[src/rtl/inst_encoder.sv]
// inst_encoder: two-stage RV32I instruction encoder.
// S1 captures the field set, its opcode and (optionally) a range check.
// S2 holds the packed instruction word, its write address and the error flag.
// Optional feature: define IMM_CHECK_EN to flag out-of-range immediates on
// out_err/err_seen. Without it both are tied low and fields are truncated.

module inst_encoder #(
    parameter logic [31:0] BASE_ADDR = 32'h0000_0000,
    parameter int          ADDR_W    = 32
) (
    input  logic              clk,
    input  logic              rst,
    input  logic              in_valid,
    output logic              in_ready,
    input  logic [2:0]        in_kind,
    input  logic [4:0]        in_rd,
    input  logic [4:0]        in_rs1,
    input  logic [4:0]        in_rs2,
    input  logic [2:0]        in_funct3,
    input  logic              in_f7b5,
    input  logic [31:0]       in_imm,
    output logic              out_valid,
    input  logic              out_ready,
    output logic [31:0]       out_inst,
    output logic [ADDR_W-1:0] out_addr,
    output logic              out_err,
    output logic              err_seen
);

    typedef enum logic [2:0] {
        K_IALU   = 3'd0,
        K_LOAD   = 3'd1,
        K_JALR   = 3'd2,
        K_STORE  = 3'd3,
        K_JAL    = 3'd4,
        K_LUI    = 3'd5,
        K_AUIPC  = 3'd6,
        K_BRANCH = 3'd7
    } kind_e;

    kind_e       in_kind_e;
    logic [6:0]  in_op;
    logic [2:0]  in_f3_eff;
    logic        s2_take;

    logic        s1_valid;
    kind_e       s1_kind;
    logic [6:0]  s1_op;
    logic [4:0]  s1_rd;
    logic [4:0]  s1_rs1;
    logic [4:0]  s1_rs2;
    logic [2:0]  s1_f3;
    logic        s1_f7b5;
    logic [31:0] s1_imm;
    logic [31:0] packed_word;

    assign in_kind_e = kind_e'(in_kind);
    assign s2_take   = !out_valid || out_ready;
    assign in_ready  = !s1_valid || s2_take;

    // Map the instruction class onto its major opcode; JALR always carries funct3=000.
    always_comb begin
        in_op     = 7'b0010011;
        in_f3_eff = in_funct3;
        case (in_kind_e)
            K_IALU:   in_op = 7'b0010011;
            K_LOAD:   in_op = 7'b0000011;
            K_JALR: begin
                in_op     = 7'b1100111;
                in_f3_eff = 3'b000;
            end
            K_STORE:  in_op = 7'b0100011;
            K_JAL:    in_op = 7'b1101111;
            K_LUI:    in_op = 7'b0110111;
            K_AUIPC:  in_op = 7'b0010111;
            K_BRANCH: in_op = 7'b1100011;
            default:  in_op = 7'b0010011;
        endcase
    end

    // Stage 1: capture the field set whenever the stage can accept a new one.
    always_ff @(posedge clk) begin
        if (rst) begin
            s1_valid <= 1'b0;
            s1_kind  <= K_IALU;
            s1_op    <= 7'd0;
            s1_rd    <= 5'd0;
            s1_rs1   <= 5'd0;
            s1_rs2   <= 5'd0;
            s1_f3    <= 3'd0;
            s1_f7b5  <= 1'b0;
            s1_imm   <= 32'd0;
        end else if (in_ready) begin
            s1_valid <= in_valid;
            if (in_valid) begin
                s1_kind <= in_kind_e;
                s1_op   <= in_op;
                s1_rd   <= in_rd;
                s1_rs1  <= in_rs1;
                s1_rs2  <= in_rs2;
                s1_f3   <= in_f3_eff;
                s1_f7b5 <= in_f7b5;
                s1_imm  <= in_imm;
            end
        end
    end

    // Scatter the immediate bits into the format of the captured instruction class.
    always_comb begin
        packed_word = 32'd0;
        case (s1_kind)
            K_IALU: begin
                if (s1_f3 == 3'b001 || s1_f3 == 3'b101)
                    packed_word = {1'b0, s1_f7b5, 5'b00000, s1_imm[4:0], s1_rs1, s1_f3, s1_rd, s1_op};
                else
                    packed_word = {s1_imm[11:0], s1_rs1, s1_f3, s1_rd, s1_op};
            end
            K_LOAD, K_JALR:
                packed_word = {s1_imm[11:0], s1_rs1, s1_f3, s1_rd, s1_op};
            K_STORE:
                packed_word = {s1_imm[11:5], s1_rs2, s1_rs1, s1_f3, s1_imm[4:0], s1_op};
            K_BRANCH:
                packed_word = {s1_imm[12], s1_imm[10:5], s1_rs2, s1_rs1, s1_f3,
                               s1_imm[4:1], s1_imm[11], s1_op};
            K_JAL:
                packed_word = {s1_imm[20], s1_imm[10:1], s1_imm[11], s1_imm[19:12], s1_rd, s1_op};
            K_LUI, K_AUIPC:
                packed_word = {s1_imm[31:12], s1_rd, s1_op};
            default:
                packed_word = 32'd0;
        endcase
    end

    // Stage 2: load the packed word when the output slot frees up; the address
    // counter doubles as the tag for the word in (or next entering) the slot.
    always_ff @(posedge clk) begin
        if (rst) begin
            out_valid <= 1'b0;
            out_inst  <= 32'd0;
            out_addr  <= BASE_ADDR[ADDR_W-1:0];
        end else begin
            if (out_valid && out_ready)
                out_addr <= out_addr + ADDR_W'(4);
            if (s2_take) begin
                out_valid <= s1_valid;
                if (s1_valid)
                    out_inst <= packed_word;
            end
        end
    end

`ifdef IMM_CHECK_EN
    logic in_err;
    logic s1_err;
    logic is_shift;

    assign is_shift = (in_funct3 == 3'b001) || (in_funct3 == 3'b101);

    // Range check of the raw immediate against what the target format can hold.
    always_comb begin
        in_err = 1'b0;
        case (in_kind_e)
            K_IALU: begin
                if (is_shift)
                    in_err = ($signed(in_imm) < 32'sd0) || ($signed(in_imm) > 32'sd31);
                else
                    in_err = ($signed(in_imm) < -32'sd2048) || ($signed(in_imm) > 32'sd2047);
            end
            K_LOAD, K_JALR, K_STORE:
                in_err = ($signed(in_imm) < -32'sd2048) || ($signed(in_imm) > 32'sd2047);
            K_BRANCH:
                in_err = ($signed(in_imm) < -32'sd4096) || ($signed(in_imm) > 32'sd4094) || in_imm[0];
            K_JAL:
                in_err = ($signed(in_imm) < -32'sd1048576) || ($signed(in_imm) > 32'sd1048574)
                         || in_imm[0];
            K_LUI, K_AUIPC:
                in_err = (in_imm[11:0] != 12'd0);
            default:
                in_err = 1'b0;
        endcase
    end

    // Error flag travels alongside its word; err_seen latches any flagged handshake.
    always_ff @(posedge clk) begin
        if (rst) begin
            s1_err   <= 1'b0;
            out_err  <= 1'b0;
            err_seen <= 1'b0;
        end else begin
            if (in_ready && in_valid)
                s1_err <= in_err;
            if (s2_take && s1_valid)
                out_err <= s1_err;
            if (out_valid && out_ready && out_err)
                err_seen <= 1'b1;
        end
    end
`else
    assign out_err  = 1'b0;
    assign err_seen = 1'b0;
`endif

endmodule

[config.mk]
export PLATFORM = sky130hd
export DESIGN_NAME = inst_encoder
export DESIGN_NICKNAME = d
export VERILOG_FILES = /design/src/rtl/inst_encoder.sv
export SDC_FILE = /design/constraint.sdc
export NUM_CORES = 1
export LEC_CHECK = 0
export CAP_MARGIN = 30
export CORE_UTILIZATION = 33
export CTS_BUF_LIST = sky130_fd_sc_hd__clkbuf_4
export DETAILED_ROUTE_END_ITERATION = 10
export PLACE_DENSITY = 0.62
export SLEW_MARGIN = 10
export SYNTH_ARGS = -nofsm -noshare
export SYNTH_HDL_FRONTEND = slang
export SYNTH_SLANG_ARGS = --single-unit
[constraint.sdc]
create_clock -name clk -period 2.8 [get_ports clk]
set_input_delay 0.42 -clock clk [delete_from_list [all_inputs] [get_ports clk]]
set_output_delay 0.42 -clock clk [all_outputs]
set_load 0.005 [all_outputs]
==> summary.md <==
| Metric | Value |
|---|---|
| Clk buf depth | `2` |
| Sw Share | `24.6%` |
| Gate count after technology mapping | `629` |
| Post-synth top area cell | `dfxtp_1` |
| GRT Total Usage | `17.7%` |
| Antenna Violating Nets Remaining | `0` |
| Fmax | `between 400 and 500 MHz` |
| P_int | `2.93 mW` |
| Netlist cell types | `44` |
| Die ar. | `0.0160 sq mm` |
| CORE AREA | `0.0152 sq mm` |
| HP Class | `in -> reg` |
| PortBufs | `121` |
| Final Routed Wirelength | `13.8 mm` |
| HPWL Detailed | `9.53 mm` |
| Post-CTS Hold Buffers | `0` |
| Via Count | `~4800` |
| Static Leak | `2.39 nW` |
| Tmin final | `2.18 ns` |
| Vias in the first global route | `4584` |
| Post-synth top area share | `~48%` |
| Iteration-0 DRC Markers | `308` |
| Worst skew pair latency | `around 0.53 ns` |
| Power share of the combinational group | `10.6%` |
| Async set or reset register ratio after synthesis | `0%` |
| Row count | `45` |
| Clock Pin Slew Worst Setup and Hold Paths | `between 0.1 and 0.15 ns` |
| Clock Sinks | `123` |
| R2r setup slk | `0.76 ns` |
| Ratio of cells with drive above 1 in the final layout | `6.85%` |
| Most common cell after layout, fill and taps aside | `nand2_1` |
| Final Total Pwr | `slightly below 4 mW` |
| # IOs | `126` |
| Critical Path End Type | `output pin` |
| Max Cap Violations | `0` |
| EDFF count, synth | `0` |
| Net Switching | `roughly 0.96 mW` |
| Leading cell types in the layout, fill and taps excluded | `nand2_1 (152), dfxtp_1 (123), clkdlybuf4s50_1 (120)` |
| RD Place Congestion | `0.855` |
| Synth Register Bits | `~120` |
| Setup violations, final | `0` |
| Worst slew pin tran | `around 0.79 ns` |
| Overall die width | `127 microns` |
| Number of antenna violations at the first check in global routing | `1` |
| Worst Hold Launch | `rst` |
| Hold Vio Cnt, Final | `0` |
| CP arrival | `around 1.8 ns` |
| Initial Util | `33.7%` |
| Final period util | `78.0%` |
| Global-route wire length before repair | `22.5 mm` |
| Worst reg2reg path depth | `4` |
| Setup bufs post-CTS | `0` |
| Cts bufs inserted | `17` |
| Drt wl/cell | `14.8 microns` |
| Fin nets | `between 700 and 800` |
| Synth Cell Area | `0.00512 sq mm` |
| Fin. max-slew vios | `0` |
| DRC viols | `0` |
| Sequential share of power | `48.4%` |
| RSZ-0062 raised after global routing | `false` |
| Clock power frac | `about 41%` |
| Critical Path Fanout Max | `7` |
| Clock root buffer | `clkbuf_4` |
| CTS tree | `yes` |
| Rel. slew slack | `47.1%` |
| Main flop type after synthesis | `dfxtp_1` |
| PwrDens | `~570 mW/mm^2` |
| H-tree level count | `4` |
| First drt pass iteration count | `4` |
| Sequential area share after synthesis | `between 40% and 50%` |
| Synthesized area per cell | `8.14 sq um` |
| Ys Warns | `0` |
| Synth top area cells | `dfxtp_1 (48%), nand2_1 (11%), a21oi_1 (8.6%)` |
| CP Class | `in -> out` |
| Maximum vdd drop | `0.000284 V` |
| Max Clock Skew | `0.0177 ns` |
| Setup TNS | `0 ns` |
| Worst Setup Start Kind | `primary input` |
| Post-CTS sizing | `0` |
| Status | `finished clean` |
| Largest net degree at the start of global routing | `60` |
| Reg2reg start | `out_addr[6]` |
| Grt ovf | `0` |
| P&R area growth vs syn | `33.6%` |
| Worst hold path depth | `2` |
| Worst hold endpoint | `s1_op[5]` |
| Die height | `127 microns` |
| Vias per std cell | `5.12` |
| Data required, critical path | `~2.4 ns` |
| Reg-to-reg endpoint | `out_addr[31]` |
## sequential cells by signal, indices dropped and copies added (netlist names), 3 cells and up
name / cells
s1_imm: 32
out_addr: 30
s1_f3: 3
s1_kind: 3
s1_op: 6
s1_rs1: 5
s1_rd: 5
out_inst: 31
s1_rs2: 5
## routing by layer
| metal | vias up | track usage (%) | wire length (microns) |
|---|---|---|---|
| met5 | - | 0 | 0 |
| met4 | 0 | 7.09 | 224 |
| met3 | 18 | 6.20 | 882 |
| met1 | 2242 | 21.2 | 6100 |
| met2 | 137 | 29.1 | 6590 |
| li1 | 2386 | - | - |
## power by group through the flow
| stage | clock, mW | combinational, mW | sequential [mW] |
|---|---|---|---|
| after global routing | 1.71 | 0.453 | 1.89 |
| after global placement | 0 | 0.405 | 1.92 |
| after CTS | 1.63 | 0.414 | 1.88 |
| after floorplan | 0 | 0.212 | 1.91 |
| final | 1.59 | 0.410 | 1.88 |
| after detailed placement | 0 | 0.412 | 1.92 |
## final cells by class
| type | count | area, sq um |
|---|---|---|
| inverters | 7 | 26.3 |
| clock inverters | 15 | 246 |
| well taps | 188 | 235 |
| fillers | 1540 | 8360 |
| multi-input cells | 450 | 2410 |
| repair buffers | 133 | 1340 |
| diodes | 1 | 2.50 |
| flip-flops and latches | 123 | 2460 |
| clock buffers | 17 | 128 |
## logic make-up after synthesis
family	after synthesis	share of synthesized area, %
other	1	0.0732
DFF	123	48.1
xor gates and xnor gates	12	2.05
AOI/OAI and AO/OA	152	18.2
and+or+nand+nor	270	23.9
muxes	11	2.17
buffers and inverters	59	5.23
adders and majority gates	1	0.244
## stage by stage
step | hold slack [ns] | area (sq um) | setup slack [ns] | utilization [%] | instances
floorplan | 0.431 | 5130 | 1.07 | - | 632
global placement | 0.443 | 6470 | 0.288 | 42.6 | 901
detailed placement | 0.447 | 6470 | 0.242 | 42.6 | 901
CTS | 0.355 | 6840 | 0.618 | 45.0 | 933
global route | 0.379 | 6850 | 0.554 | 45.0 | 934
finish | 0.404 | 6850 | 0.616 | 45.0 | 934
## synth_stat cells, types with 3 or more instances
cell and instances:
a21o_1 5, a211oi_1 14, nand3b_1 3, a21oi_1 88, nand2_1 153, and2_1 7
nor2b_1 4, o221ai_1 5, buf_1 3, mux2i_1 10, a221oi_1 5, or3_1 4
or4_1 15, xnor2_1 4, nand4_1 6, a311oi_1 9, buf_2 10, xor2_1 8
buf_4 5, and4_1 6, o31ai_1 15, o21ai_0 5, inv_1 7, clkbuf_1 32
nand2b_1 3, nand3_1 18, nor2_1 43, dfxtp_1 123
## worst max path at each step
stage,from,endpoint,slack (ns)
2_1_floorplan,out_valid,out_addr[31],1.07
3_3_place_gp,out_ready,out_addr[31],0.29
3_5_place_dp,out_ready,out_addr[31],0.24
4_1_cts,out_ready,in_ready,0.62
5_1_grt,out_addr[6],out_addr[31],0.55
6_report,out_ready,in_ready,0.62
## critical path: stages
cell	delay, ns
clkdlybuf4s50_1	0.59
nand3b_1	0.21
clkdlybuf4s50_1	0.54
Power figures use the tool's default switching activity.
